[config.mk]
export PLATFORM = sky130hd
export DESIGN_NAME = mips_instr_encoder
export DESIGN_NICKNAME = d
export VERILOG_FILES = /design/src/rtl/mips_instr_encoder.sv
export SDC_FILE = /design/constraint.sdc
export NUM_CORES = 1
export LEC_CHECK = 0
export CORE_ASPECT_RATIO = 1.4
export CORE_MARGIN = 2
export CORE_UTILIZATION = 50
export CTS_CLUSTER_DIAMETER = 200
export DETAILED_ROUTE_END_ITERATION = 12
export GPL_TIMING_DRIVEN = 1
export PLACE_DENSITY_LB_ADDON = 0.2
export SLEW_MARGIN = 20
export SYNTH_ARGS = -nofsm -noshare
export SYNTH_HDL_FRONTEND = slang
export SYNTH_SLANG_ARGS = --single-unit
[constraint.sdc]
create_clock -name clk -period 4 [get_ports clk]
set_input_delay 0.8 -clock clk [delete_from_list [all_inputs] [get_ports clk]]
set_output_delay 0.8 -clock clk [all_outputs]
set_load 0.005 [all_outputs]
[src/rtl/mips_instr_encoder.sv]
// mips_instr_encoder: packs instruction descriptors into MIPS words and writes them to consecutive addresses.
// Optional `MIPS_ENC_DELAY_SLOT_EN inserts a NOP after every branch/jump.
module mips_instr_encoder #(
  parameter int ADDR_W    = 8,
  parameter int BASE_ADDR = 0
) (
  input  logic              clk,
  input  logic              nrst,
  input  logic              start,
  input  logic              done_in,
  input  logic              in_valid,
  output logic              in_ready,
  input  logic [4:0]        in_op,
  input  logic [4:0]        in_rs,
  input  logic [4:0]        in_rt,
  input  logic [4:0]        in_rd,
  input  logic [4:0]        in_shamt,
  input  logic [15:0]       in_imm,
  input  logic [ADDR_W-1:0] in_target,
  output logic              mem_we,
  output logic [ADDR_W-1:0] mem_addr,
  output logic [31:0]       mem_wdata,
  output logic              busy,
  output logic              finished,
  output logic              err,
  output logic [1:0]        err_code,
  output logic [ADDR_W:0]   count
);
`ifdef MIPS_ENC_DELAY_SLOT_EN
  localparam bit DS = 1'b1;
`else
  localparam bit DS = 1'b0;
`endif
  typedef enum logic [2:0] {IDLE, LOAD, FULL, DONE, ERROR} state_t;
  state_t              state_q;
  logic [ADDR_W-1:0]   ptr_q, addr_q;
  logic [ADDR_W:0]     count_q, cnt_nx, off;
  logic [31:0]         wdata_q, enc;
  logic [1:0]          err_code_q;
  logic                we_q, ins_q, legal, cti, full_nx;
  logic [15:0]         br_imm;
  logic [25:0]         rf, ifl;
  assign in_ready  = (state_q == LOAD) & ~ins_q;
  assign busy      = state_q == LOAD;
  assign finished  = (state_q == DONE) | (state_q == FULL);
  assign err       = state_q == ERROR;
  assign err_code  = err_code_q;
  assign count     = count_q;
  assign mem_we    = we_q;
  assign mem_addr  = addr_q;
  assign mem_wdata = wdata_q;
  assign cnt_nx    = count_q + (ADDR_W+1)'(1);
  assign full_nx   = cnt_nx[ADDR_W];
  // branch offset is relative to the word after the branch, sign-extended from ADDR_W+1 bits
  assign off       = {1'b0, in_target} - {1'b0, ptr_q} - (ADDR_W+1)'(1);
  assign br_imm    = 16'($signed(off));
  assign rf        = {in_rs, in_rt, in_rd, in_shamt};
  assign ifl       = {in_rs, in_rt, in_imm};
  always_comb begin
    enc = 32'h0;
    legal = 1'b1;
    cti = 1'b0;
    case (in_op)
      5'd0:  enc = {6'h00, rf, 6'h20};
      5'd1:  enc = {6'h00, rf, 6'h22};
      5'd2:  enc = {6'h00, rf, 6'h24};
      5'd3:  enc = {6'h00, rf, 6'h25};
      5'd4:  enc = {6'h00, rf, 6'h2a};
      5'd5:  enc = {6'h00, 5'h0, in_rt, in_rd, in_shamt, 6'h00};
      5'd6:  enc = {6'h00, 5'h0, in_rt, in_rd, in_shamt, 6'h02};
      5'd7:  begin enc = {6'h00, in_rs, 15'h0, 6'h08}; cti = 1'b1; end
      5'd8:  enc = {6'h08, ifl};
      5'd9:  enc = {6'h09, ifl};
      5'd10: enc = {6'h0c, ifl};
      5'd11: enc = {6'h0d, ifl};
      5'd12: enc = {6'h0a, ifl};
      5'd13: enc = {6'h0b, ifl};
      5'd14: enc = {6'h0f, 5'h0, in_rt, in_imm};
      5'd15: enc = {6'h23, ifl};
      5'd16: enc = {6'h2b, ifl};
      5'd17: enc = {6'h21, ifl};
      5'd18: enc = {6'h20, ifl};
      5'd19: enc = {6'h28, ifl};
      5'd20: enc = {6'h29, ifl};
      5'd21: begin enc = {6'h04, in_rs, in_rt, br_imm}; cti = 1'b1; end
      5'd22: begin enc = {6'h05, in_rs, in_rt, br_imm}; cti = 1'b1; end
      5'd23: begin enc = {6'h02, 26'(in_target)}; cti = 1'b1; end
      5'd24: begin enc = {6'h03, 26'(in_target)}; cti = 1'b1; end
      5'd25: enc = 32'h0;
      default: legal = 1'b0;
    endcase
  end
  always_ff @(posedge clk) begin
    if (!nrst) begin
      state_q    <= IDLE;
      ptr_q      <= ADDR_W'(BASE_ADDR);
      count_q    <= '0;
      addr_q     <= '0;
      wdata_q    <= '0;
      we_q       <= 1'b0;
      ins_q      <= 1'b0;
      err_code_q <= 2'b00;
    end else begin
      we_q <= 1'b0;
      if (start) begin
        state_q    <= LOAD;
        ptr_q      <= ADDR_W'(BASE_ADDR);
        count_q    <= '0;
        ins_q      <= 1'b0;
        err_code_q <= 2'b00;
      end else if (ins_q) begin
        we_q    <= 1'b1;
        addr_q  <= ptr_q;
        wdata_q <= 32'h0;
        ptr_q   <= ptr_q + ADDR_W'(1);
        count_q <= cnt_nx;
        ins_q   <= 1'b0;
        if (full_nx) state_q <= FULL;
        else if (done_in && state_q == LOAD) state_q <= DONE;
      end else if (state_q == LOAD) begin
        if (in_valid && !legal) begin
          state_q    <= ERROR;
          err_code_q <= 2'b01;
        end else begin
          if (in_valid) begin
            we_q    <= 1'b1;
            addr_q  <= ptr_q;
            wdata_q <= enc;
            ptr_q   <= ptr_q + ADDR_W'(1);
            count_q <= cnt_nx;
            ins_q   <= DS & cti & ~full_nx;
          end
          state_q <= (in_valid && full_nx) ? FULL : done_in ? DONE : LOAD;
        end
      end else if (state_q == FULL && in_valid) begin
        state_q    <= ERROR;
        err_code_q <= 2'b10;
      end
    end
  end
endmodule

==> key figures, run 1 <==
Routing
  – Drt drc: 0
  – Vias post-DR: 3395
  – Pre-Repair DR Iteration Count: 5
  – Final wirelength: 9430 um
  – Wire per inst: ~16 um
  – Starting DRC count in detailed routing: 246
  – Routed Antenna Nets: 0
  – Vias per std cell: 5.87

Floorplan
  – Full die area: roughly 7300 um2
  – Die extent in x: roughly 73 um
  – Initial core utilization: 0.510
  – Die height: ~100 um
  – Row count: 35
  – Number of I/O pins: 110
  – Core box area: 6530 um2

GRT
  – Largest net degree at the start of global routing: 32
  – Global-route wire length before repair: between 15000 and 20000 um
  – Initial antenna violation count: 0
  – Vias in the first global route: around 3300
  – GRT Overall Usage: 0.265
  – Total gr overflow: 0

Power
  – Leak Pwr: 1.65 nW
  – Peak VDD IR: around 0.23 mV
  – Power density over the cells: 314 nW/um2

Critical path
  – CP Depth: 8
  – CP max stage cell: clkdlybuf4s50_1
  – Worst-path maximum fanout: 8
  – CP Launch Type: input pin
  – Crit path max-delay family: compound AO/OA/AOI/OAI gates
  – Worst r2r src: ptr_q[0]
  – Peak per-stage delay on the critical path: just under 0.5 ns
  – R2R setup slack: roughly 1.5 ns
  – Worst endpoint data arrival time: 3.27 ns
  – Data required time of the critical path: 4.27 ns
  – CP cell instances: clkdlybuf4s50_1, ha_1, fa_1, a21o_1, a221oi_1, o211a_1, a221oi_1, o21ai_0
  – CP most frequent cell: a221oi_1
  – CP Capture Type: flip-flop
  – Reg2Reg Capture Point: mem_wdata[14]
  – CP bufs+invs: 1
  – Reg2reg path depth: 8
  – Worst Setup Path Type: input pin to flip-flop

Finish
  – Nets: between 500 and 600
  – Final instance area: roughly 4700 um2
  – Ant. Diodes: 0
  – Area grow syn2layout: 40.0%
  – Layout cells sized above 1: 0.0675

Run
  – Max Cap Viol: 0

Clock network
  – Clk buf depth: 2
  – CTS Root Cell: clkbuf_8
  – Clock latency on the worst-skew pair: between 0.3 and 0.4 ns
  – CTS tree: done
  – Post_cts resized: 0
  – Cts hold-fix bufs: 0
  – Sink Count: 62
  – Clk pin slew, worst setup/hold paths: 0.08 ns
  – CTS Buf Count: 9
  – H-tree depth: 3
  – Post-CTS setup buffers: 0

Run status
  – Outcome: completed

Placement
  – GPL Wtd Cong: 0.974
  – Worst slack, placed: around 0.67 ns
  – Area after DPL: 4440 um2
  – PortBufs: about 110
  – Post-detail-place hpwl: between 6000 and 7000 um

Timing
  – Unrepaired setup endpoints after global routing: no
  – Hold Violations, Final: 0
  – Slew headroom: 0.448
  – Period Utilization, post-route: 0.749
  – Worst-Margin Slew: 0.828 ns
  – Fmax: around 330 MHz
  – Final max-slew violation count: 0
  – Clk_skew: roughly 0.012 ns
  – Endpoints failing setup: 0
  – Fin crit period: approximately 3 ns
  – Setup ws final: between 1 and 1.5 ns
  – Post-Route Setup TNS: 0 ns

Synthesis
  – Seq/Total Area, Yosys: 0.373
  – Synth warn: 0
  – Number of synthesized register bits: 62
  – Synth cell types: 60
  – Syn Area/Cell: 8.42 um2
  – Synth Cell Area: roughly 3300 um2
  – Top_reg_cell synth: dfxtp_1
  – FFs w/ async S/R, synth: 0
  – Synthesized instance count: a little under 400
  – Number of synthesized flops with an enable pin: 0
  – Synth Net Count: 460

Min path
  – Hold Crit Depth: 2
  – Hold path startpoint: mem_wdata[11]
  – Hold Path Class: flip-flop to flip-flop
  – Hold EP: mem_wdata[11]
-- report_power, final --
part	switching, mW	leakage, nW	total [mW]	internal (mW)
Combinational	0.108	1.06	0.228	0.120
Clock	0.250	0.0973	0.596	0.346
Sequential	0.00848	0.501	0.636	0.627
-- worst max-delay path by stage --
stage / start / to / slack (ns)
final: in_target[0] / mem_wdata[14] / 1.00
after floorplan: in_target[0] / mem_wdata[11] / 1.48
after global routing: in_target[0] / mem_wdata[8] / 0.93
after CTS: in_target[0] / mem_wdata[14] / 1.04
after detailed placement: in_target[0] / mem_wdata[14] / 0.67
after global placement: in_target[0] / mem_wdata[12] / 0.77
-- layout by cell type, fill, tap and decap left out, drive strengths merged, types with 6 or more instances in the layout --
cell | Yosys | routed
a21boi | 11 | 11
a21oi | 22 | 22
a221oi | 11 | 11
a22o | 10 | 10
buf | 17 | 9
clkbuf | 6 | 9
clkdlybuf4s50 | 0 | 108
dfxtp | 62 | 62
ha | 10 | 10
inv | 13 | 13
nand2 | 53 | 53
nand2b | 10 | 10
nand3 | 11 | 11
nor2 | 28 | 28
nor3 | 7 | 7
o21ai | 29 | 29
or3 | 6 | 6
xnor2 | 13 | 13
-- per-stage QoR --
step,power (mW),utilization,hold slack (ns),cells
floorplan,0.768,-,0.441,395
global placement,0.870,0.681,0.434,563
detailed placement,0.874,0.681,0.442,563
CTS,1.47,0.714,0.457,578
global route,1.52,0.714,0.487,578
finish,1.46,0.714,0.457,578
-- Yosys cell counts, types with 5 or more instances --
cell	instances	area, um2
nor3_1	6	30.0
a21boi_0	11	82.6
nand2_1	53	199
nor2_1	28	105
buf_2	11	55.1
a221oi_1	11	96.3
ha_1	10	125
dfxtp_1	62	1240
clkbuf_1	6	22.5
a21oi_1	22	110
xor2_1	5	43.8
nand2b_1	10	62.6
nand3_1	11	55.1
inv_1	13	48.8
or3_1	6	37.5
o21ai_0	25	125
a22o_1	10	87.6
xnor2_1	13	114
-- tightest hold or removal path: stages, from the launching register on --
cell and delay (ns):
dfxtp_1 0.33, nand2_1 0.04, o21ai_0 0.06
-- per-layer routing --
metal,part of all wire,up-vias,global-route usage
met1,0.39,1602,0.290
met4,0.027,0,0.115
met2,0.52,136,0.471
li1,-,1637,-
met5,0,-,0
met3,0.062,20,0.0720
-- logic make-up after synthesis --
group	Yosys count	synth area share
and+or+nand+nor	143	0.219
other	1	0.00113
muxes	2	0.00602
buffers and inverters	36	0.0515
xor gates and xnor gates	18	0.0474
adders and majority gates	11	0.0436
AOI/OAI and AO/OA	122	0.258
DFF	62	0.373
-- flip-flops by register name, summed over array words and instances (netlist names) --
register,cells
count,9
err_code,2
mem_addr,8
mem_wdata,31
mem_we,1
ptr_q,8
state_q,3
-- area by class of cell --
type / count / area, um2
Inverter: 13 / 48.8
Clock inverter: 6 / 87.6
Multi-Input combinational cell: 297 / 1910
Tap cell: 74 / 92.6
Fill cell: 541 / 1870
Clock buffer: 9 / 124
Timing Repair Buffer: 117 / 1150
Sequential cell: 62 / 1240
No activity file was read; power rests on OpenSTA's default activity.
==> inputs of run 2 (changes only) <==
--- a/config.mk
+++ b/config.mk
@@ -7,7 +7,7 @@
 export LEC_CHECK = 0
 export CORE_ASPECT_RATIO = 1.4
 export CORE_MARGIN = 2
-export CORE_UTILIZATION = 50
+export CORE_UTILIZATION = 46
 export CTS_CLUSTER_DIAMETER = 200
 export DETAILED_ROUTE_END_ITERATION = 12
 export GPL_TIMING_DRIVEN = 1
==> constraint.sdc (replaced) <==
create_clock -name clk -period 2.8 [get_ports clk]
set_input_delay 0.56 -clock clk [delete_from_list [all_inputs] [get_ports clk]]
set_output_delay 0.56 -clock clk [all_outputs]
set_load 0.005 [all_outputs]
==> run 2 against run 1 <==
Net effect: setup slack got worse by 0.87 ns; via count grew 0.68%; global-route usage down 2.2 points; utilization is 3.2 points lower; largest power group unchanged; critical path type unchanged; clock skew is 0.0021 ns lower.
==> key figures, run 2 (synthesis results as in run 1) <==
Clock network
  – CTS Buf Count: 9 (unchanged)
  – Clock latency on the worst-skew pair: 0.34 ns (was 0.35 ns)
  – Post_cts resized: 0 (unchanged)
  – CTS Root Cell: clkbuf_8 (unchanged)
  – Clk buf depth: 2 (unchanged)
  – CTS tree: done (unchanged)
  – Sink Count: 62 (unchanged)
  – Post-CTS setup buffers: 0 (unchanged)
  – H-tree depth: 3 (unchanged)
  – Cts hold-fix bufs: 0 (unchanged)
  – Clk pin slew, worst setup/hold paths: 0.07 ns (was 0.08 ns)

Floorplan
  – Full die area: 7940 um2 (was 7330 um2)
  – Initial core utilization: 0.476 (was 0.510)
  – Row count: 36 (was 35)
  – Die height: 105 um (was 101 um)
  – Core box area: 6980 um2 (was 6530 um2)
  – Die extent in x: 75.9 um (was 72.9 um)
  – Number of I/O pins: 110 (unchanged)

GRT
  – Largest net degree at the start of global routing: 32 (unchanged)
  – Initial antenna violation count: 0 (unchanged)
  – Total gr overflow: 0 (unchanged)
  – Vias in the first global route: 3253 (was 3332)
  – GRT Overall Usage: 0.243 (was 0.265)
  – Global-route wire length before repair: 15100 um (was 15200 um)

Power
  – Leak Pwr: 1.72 nW (was 1.65 nW)
  – Peak VDD IR: 0.297 mV (was 0.229 mV)
  – Power density over the cells: 428 nW/um2 (was 314 nW/um2)

Routing
  – Final wirelength: 9530 um (was 9430 um)
  – Vias per std cell: 5.58 (was 5.87)
  – Routed Antenna Nets: 0 (unchanged)
  – Wire length on met3: 671 um (was 586 um)
  – Met2 WL: 4920 um (was 4880 um)
  – Drt drc: 0 (unchanged)
  – Vias post-DR: 3418 (was 3395)
  – Starting DRC count in detailed routing: 200 (was 246)
  – Wire per inst: 15.6 um (was 16.3 um)
  – DRT met1 WL: 3640 um (was 3710 um)
  – Max layer used: met4 (unchanged)
  – Pre-Repair DR Iteration Count: 5 (unchanged)

Timing
  – Endpoints failing setup: 0 (unchanged)
  – Fin crit period: ~2.7 ns
  – Unrepaired setup endpoints after global routing: no (unchanged)
  – Fmax: 375 MHz
  – Post-Route Setup TNS: 0 ns (unchanged)
  – Worst-Margin Slew: 0.849 ns (was 0.828 ns)
  – Clk_skew: 0.00971 ns (was 0.0118 ns)
  – Period Utilization, post-route: 0.953
  – Slew headroom: 0.434 (was 0.448)
  – Hold Violations, Final: 0 (unchanged)
  – Setup ws final: 0.133 ns (was 1.00 ns)
  – Final max-slew violation count: 0 (unchanged)

Run
  – Max Cap Viol: 0 (unchanged)

Finish
  – Commonest non-fill, non-tap cell in the layout: clkdlybuf4s50_1 (unchanged)
  – Post-route non-filler standard cell count: 612 (was 578)
  – Layout cells sized above 1: 0.0909 (was 0.0675)
  – Nets: 577 (was 565)
  – Area grow syn2layout: 43.1% (was 40.0%)
  – Most frequent cells in the layout: clkdlybuf4s50_1, dfxtp_1, nand2_1 (unchanged)
  – Ant. Diodes: 0 (unchanged)
  – Max reg flops: 31 (unchanged)

Critical path
  – CP max stage cell: clkdlybuf4s50_1 (unchanged)
  – Reg2reg path depth: 8 (unchanged)
  – Data required time of the critical path: 3.06 ns (was 4.27 ns)
  – Worst-path maximum fanout: 8 (unchanged)
  – Peak per-stage delay on the critical path: 0.46 ns (was 0.49 ns)
  – Worst Setup Path Type: input pin to flip-flop (unchanged)
  – Worst endpoint data arrival time: 2.93 ns (was 3.27 ns)
  – CP Launch Type: input pin (unchanged)
  – CP cell instances: clkdlybuf4s50_1, ha_1, fa_1, a21o_1, a221oi_1, o211a_1, a221oi_1, o21ai_0 (unchanged)
  – CP Capture Type: flip-flop (unchanged)
  – CP most frequent cell: a221oi_1 (unchanged)

Placement
  – Post-detail-place hpwl: 7310 um (was 6960 um)
  – Worst slack, placed: -0.166 ns (was 0.673 ns)
  – PortBufs: 108 (unchanged)
  – GPL Wtd Cong: 0.954 (was 0.974)
  – Cell count after placement: 596 (was 563)

Run status
  – Outcome: completed (unchanged)

Min path
  – Hold Path Class: flip-flop to flip-flop (unchanged)
  – Hold Crit Depth: 2 (unchanged)
-- run 2: changes by cell type in the layout (fill, tap and decap cells not counted) --
cell	previous run	this run
buf_4	9	21
bufinv_16	2	1
clkbuf_8	9	10
clkinv_4	0	1
clkinv_2	1	3
clkinvlp_4	3	1
-- run 2: final timing paths --
path / startpoint / to / slack (ns)
worst max-delay path: in_target[0] / mem_wdata[15] / 0.13
worst min-delay path: mem_wdata[10] / mem_wdata[10] / 0.46
worst min register to register: mem_wdata[10] / mem_wdata[10] / 0.46
worst max register to register: ptr_q[0] / mem_wdata[15] / 0.32
-- run 2: critical path: cells and delay by family --
family / cells / cell delay (ns)
compound gates: 5 / 1.26
fa+ha+maj: 2 / 0.66
buf+inv: 1 / 0.46
-- run 2: metal layers --
metal,up-vias,global-route usage
met1,1602,0.272
met2,128,0.421
li1,1667,-
met5,-,0
met4,0,0.107
met3,21,0.0540
-- run 2: final cells by class --
cell class | instances | area (um2)
clock buffer | 10 | 138
timing repair buffer | 129 | 1240
multi-input combinational | 297 | 1910
fill | 597 | 2220
clock inverter | 6 | 61.3
sequential | 62 | 1240
tap | 95 | 119
inverter | 13 | 48.8
-- run 2: power by group --
part	total, mW	internal [mW]	switching (mW)
Combinational	0.338	0.183	0.155
Clock	0.789	0.432	0.358
Sequential	0.909	0.896	0.0126
Total	2.04	1.51	0.525
-- run 2: stage by stage --
stage	power (mW)	cell area (um2)	hold WS (ns)	utilization
after global placement	1.26	4560	0.432	0.653
after global routing	2.12	4760	0.486	0.682
after floorplan	1.10	3330	0.441	-
after CTS	2.05	4760	0.456	0.682
after detailed placement	1.26	4560	0.443	0.653
final	2.04	4760	0.455	0.682
==> inputs of run 3 (changes only) <==
--- a/config.mk
+++ b/config.mk
@@ -6,7 +6,7 @@
 export NUM_CORES = 1
 export LEC_CHECK = 0
 export CORE_ASPECT_RATIO = 1.4
-export CORE_MARGIN = 2
+export CORE_MARGIN = 3
 export CORE_UTILIZATION = 46
 export CTS_CLUSTER_DIAMETER = 200
 export DETAILED_ROUTE_END_ITERATION = 12
==> run 3 against run 2 <==
Net effect: total power decreased by 4.1%; critical path type unchanged; global-route usage decreased by 1.2 points; utilization decreased by 0.48 points; clock power decreased by 10%; final cell count decreased by 0.49%; sequential share of layout area increased by 0.19 points; fmax decreased by 0.75%; highest routed layer unchanged; design area decreased by 0.71%; sequential power about the same; worst hold slack got worse by 0.00096 ns; die area increased by 4.6%.
==> key figures, run 3 (synthesis results as in run 1) <==
Clock network
  – Post-CTS setup buffers: 0 (unchanged)
  – Sink Count: 62 (unchanged)
  – CTS Root Cell: clkbuf_8 (unchanged)
  – Clk buf depth: 2 (unchanged)
  – H-tree depth: 3 (unchanged)
  – Clock latency on the worst-skew pair: 0.35 ns (was 0.34 ns)
  – CTS Buf Count: 9 (unchanged)
  – CTS tree: done (unchanged)
  – Cts hold-fix bufs: 0 (unchanged)
  – Post_cts resized: 0 (unchanged)
  – Clk pin slew, worst setup/hold paths: 0.07 ns (about the same)

Finish
  – Nets: 574 (was 577)
  – Commonest non-fill, non-tap cell in the layout: clkdlybuf4s50_1 (unchanged)
  – Layout cells sized above 1: 0.0856 (was 0.0909)
  – Max reg flops: 31 (unchanged)
  – Most frequent cells in the layout: clkdlybuf4s50_1, dfxtp_1, nand2_1 (unchanged)
  – Area grow syn2layout: 42.1% (was 43.1%)
  – Final core occ: 0.677 (was 0.682)
  – Ant. Diodes: 0 (unchanged)

Power
  – Sw Ratio: 0.274 (was 0.258)
  – Total design power: 1.95 mW (was 2.04 mW)
  – Clock share of power: 0.363 (was 0.388)
  – Peak VDD IR: 0.335 mV (was 0.297 mV)
  – Comb pwr share: 0.172 (was 0.166)
  – Int Power: 1.42 mW (was 1.51 mW)
  – Leak Pwr: 1.69 nW (was 1.72 nW)
  – Power density over the cells: 413 nW/um2 (was 428 nW/um2)
  – Sequential share of power: 0.465 (was 0.446)
  – Sw Pwr: 0.535 mW (was 0.525 mW)

GRT
  – GRT Overall Usage: 0.231 (was 0.243)
  – Largest net degree at the start of global routing: 32 (unchanged)
  – Total gr overflow: 0 (unchanged)
  – Global-route wire length before repair: 15300 um (was 15100 um)
  – Vias in the first global route: 3246 (was 3253)
  – Initial antenna violation count: 0 (unchanged)

Timing
  – Final max-slew violation count: 0 (unchanged)
  – Fmax: 372 MHz (was 375 MHz)
  – Hold Violations, Final: 0 (unchanged)
  – Fin crit period: 2.69 ns (was 2.67 ns)
  – Clk_skew: 0.00966 ns (was 0.00971 ns)
  – Slew headroom: 0.448 (was 0.434)
  – Endpoints failing setup: 0 (unchanged)
  – Worst-Margin Slew: 0.828 ns (was 0.849 ns)
  – Period Utilization, post-route: 0.960 (was 0.953)
  – Setup ws final: 0.113 ns (was 0.133 ns)
  – Unrepaired setup endpoints after global routing: no (unchanged)

Floorplan
  – Row count: 36 (unchanged)
  – Number of I/O pins: 110 (unchanged)
  – Die height: 107 um (was 105 um)
  – Initial core utilization: 0.476 (unchanged)
  – Core box area: 6980 um2 (unchanged)
  – Die extent in x: 77.9 um (was 75.9 um)
  – Full die area: 8300 um2 (was 7940 um2)

Routing
  – Vias per std cell: 5.56 (was 5.58)
  – Vias post-DR: 3383 (was 3418)
  – Starting DRC count in detailed routing: 224 (was 200)
  – Final wirelength: 9490 um (was 9530 um)
  – Drt drc: 0 (unchanged)
  – Routed Antenna Nets: 0 (unchanged)
  – Wire per inst: 15.6 um (about the same)
  – Pre-Repair DR Iteration Count: 5 (unchanged)

Run status
  – Outcome: completed (unchanged)

Min path
  – Hold Path Class: flip-flop to flip-flop (unchanged)
  – Hold path startpoint: mem_wdata[2] (was mem_wdata[10])

Placement
  – Worst slack, placed: -0.191 ns (was -0.166 ns)
  – Post-detail-place hpwl: 7220 um (was 7310 um)
  – PortBufs: 108 (unchanged)
  – GPL Wtd Cong: 0.920 (was 0.954)

Critical path
  – Data required time of the critical path: 3.07 ns (was 3.06 ns)
  – Worst r2r src: ptr_q[0] (unchanged)
  – CP Launch Type: input pin (unchanged)
  – Worst endpoint data arrival time: 2.96 ns (was 2.93 ns)
  – Worst Setup Path Type: input pin to flip-flop (unchanged)
  – CP Capture Type: flip-flop (unchanged)
  – Setup crit start: in_target[0] (unchanged)
  – Worst-path maximum fanout: 8 (unchanged)

Run
  – Max Cap Viol: 0 (unchanged)
run 3: cell count changes in the layout (fill, tap and decap cells not counted):
cell	before	now
clkinvlp_4	1	3
buf_4	21	17
buf_12	0	1
bufinv_16	1	0
clkinv_4	1	0
run 3: worst paths after layout:
kind                    to  slack (ns)  cells past startpoint
min reg2reg   mem_wdata[2]        0.45                      1
min           mem_wdata[2]        0.45                      1
max reg2reg  mem_wdata[15]        0.31                      8
max          mem_wdata[15]        0.11                      8
run 3: final cells by class:
| cell class | instances | area, um2 |
|---|---|---|
| Fill cell | 607 | 2260 |
| Multi-Input combinational cell | 297 | 1910 |
| Sequential cell | 62 | 1240 |
| Timing Repair Buffer | 126 | 1230 |
| Clock buffer | 10 | 138 |
| Tap cell | 95 | 119 |
| Inverter | 13 | 48.8 |
| Clock inverter | 6 | 37.5 |
run 3: critical path, cell delays in order:
cell and delay [ns]:
clkdlybuf4s50_1 0.47, ha_1 0.26, fa_1 0.40, a21o_1 0.22
a221oi_1 0.40, o211a_1 0.38, a221oi_1 0.08, o21ai_0 0.19
run 3: metrics by stage:
step	area, um2	hold WS, ns	cells	TNS [ns]
2_1_floorplan	3330	0.441	395	0
5_1_grt	4730	0.474	609	0
4_1_cts	4730	0.455	609	0
3_3_place_gp	4550	0.433	593	-0.820
3_5_place_dp	4550	0.442	593	-1.47
6_report	4730	0.454	609	0
run 3: power groups by stage:
stage               combinational [mW]  clock, mW  sequential (mW)
CTS                              0.336      0.724            0.908
detailed placement               0.333          0            0.928
global placement                 0.330          0            0.928
global route                     0.364      0.773            0.910
finish                           0.336      0.709            0.908
floorplan                        0.172          0            0.925
run 3: metal layers:
metal / part of all wire / routed length, um / vias up / GRT usage
li1: - / - / 1660 / -
met1: 0.38 / 3650 / 1590 / 0.247
met2: 0.53 / 5010 / 116 / 0.422
met3: 0.065 / 615 / 17 / 0.0605
met4: 0.022 / 213 / 0 / 0.101
met5: 0 / 0 / - / 0
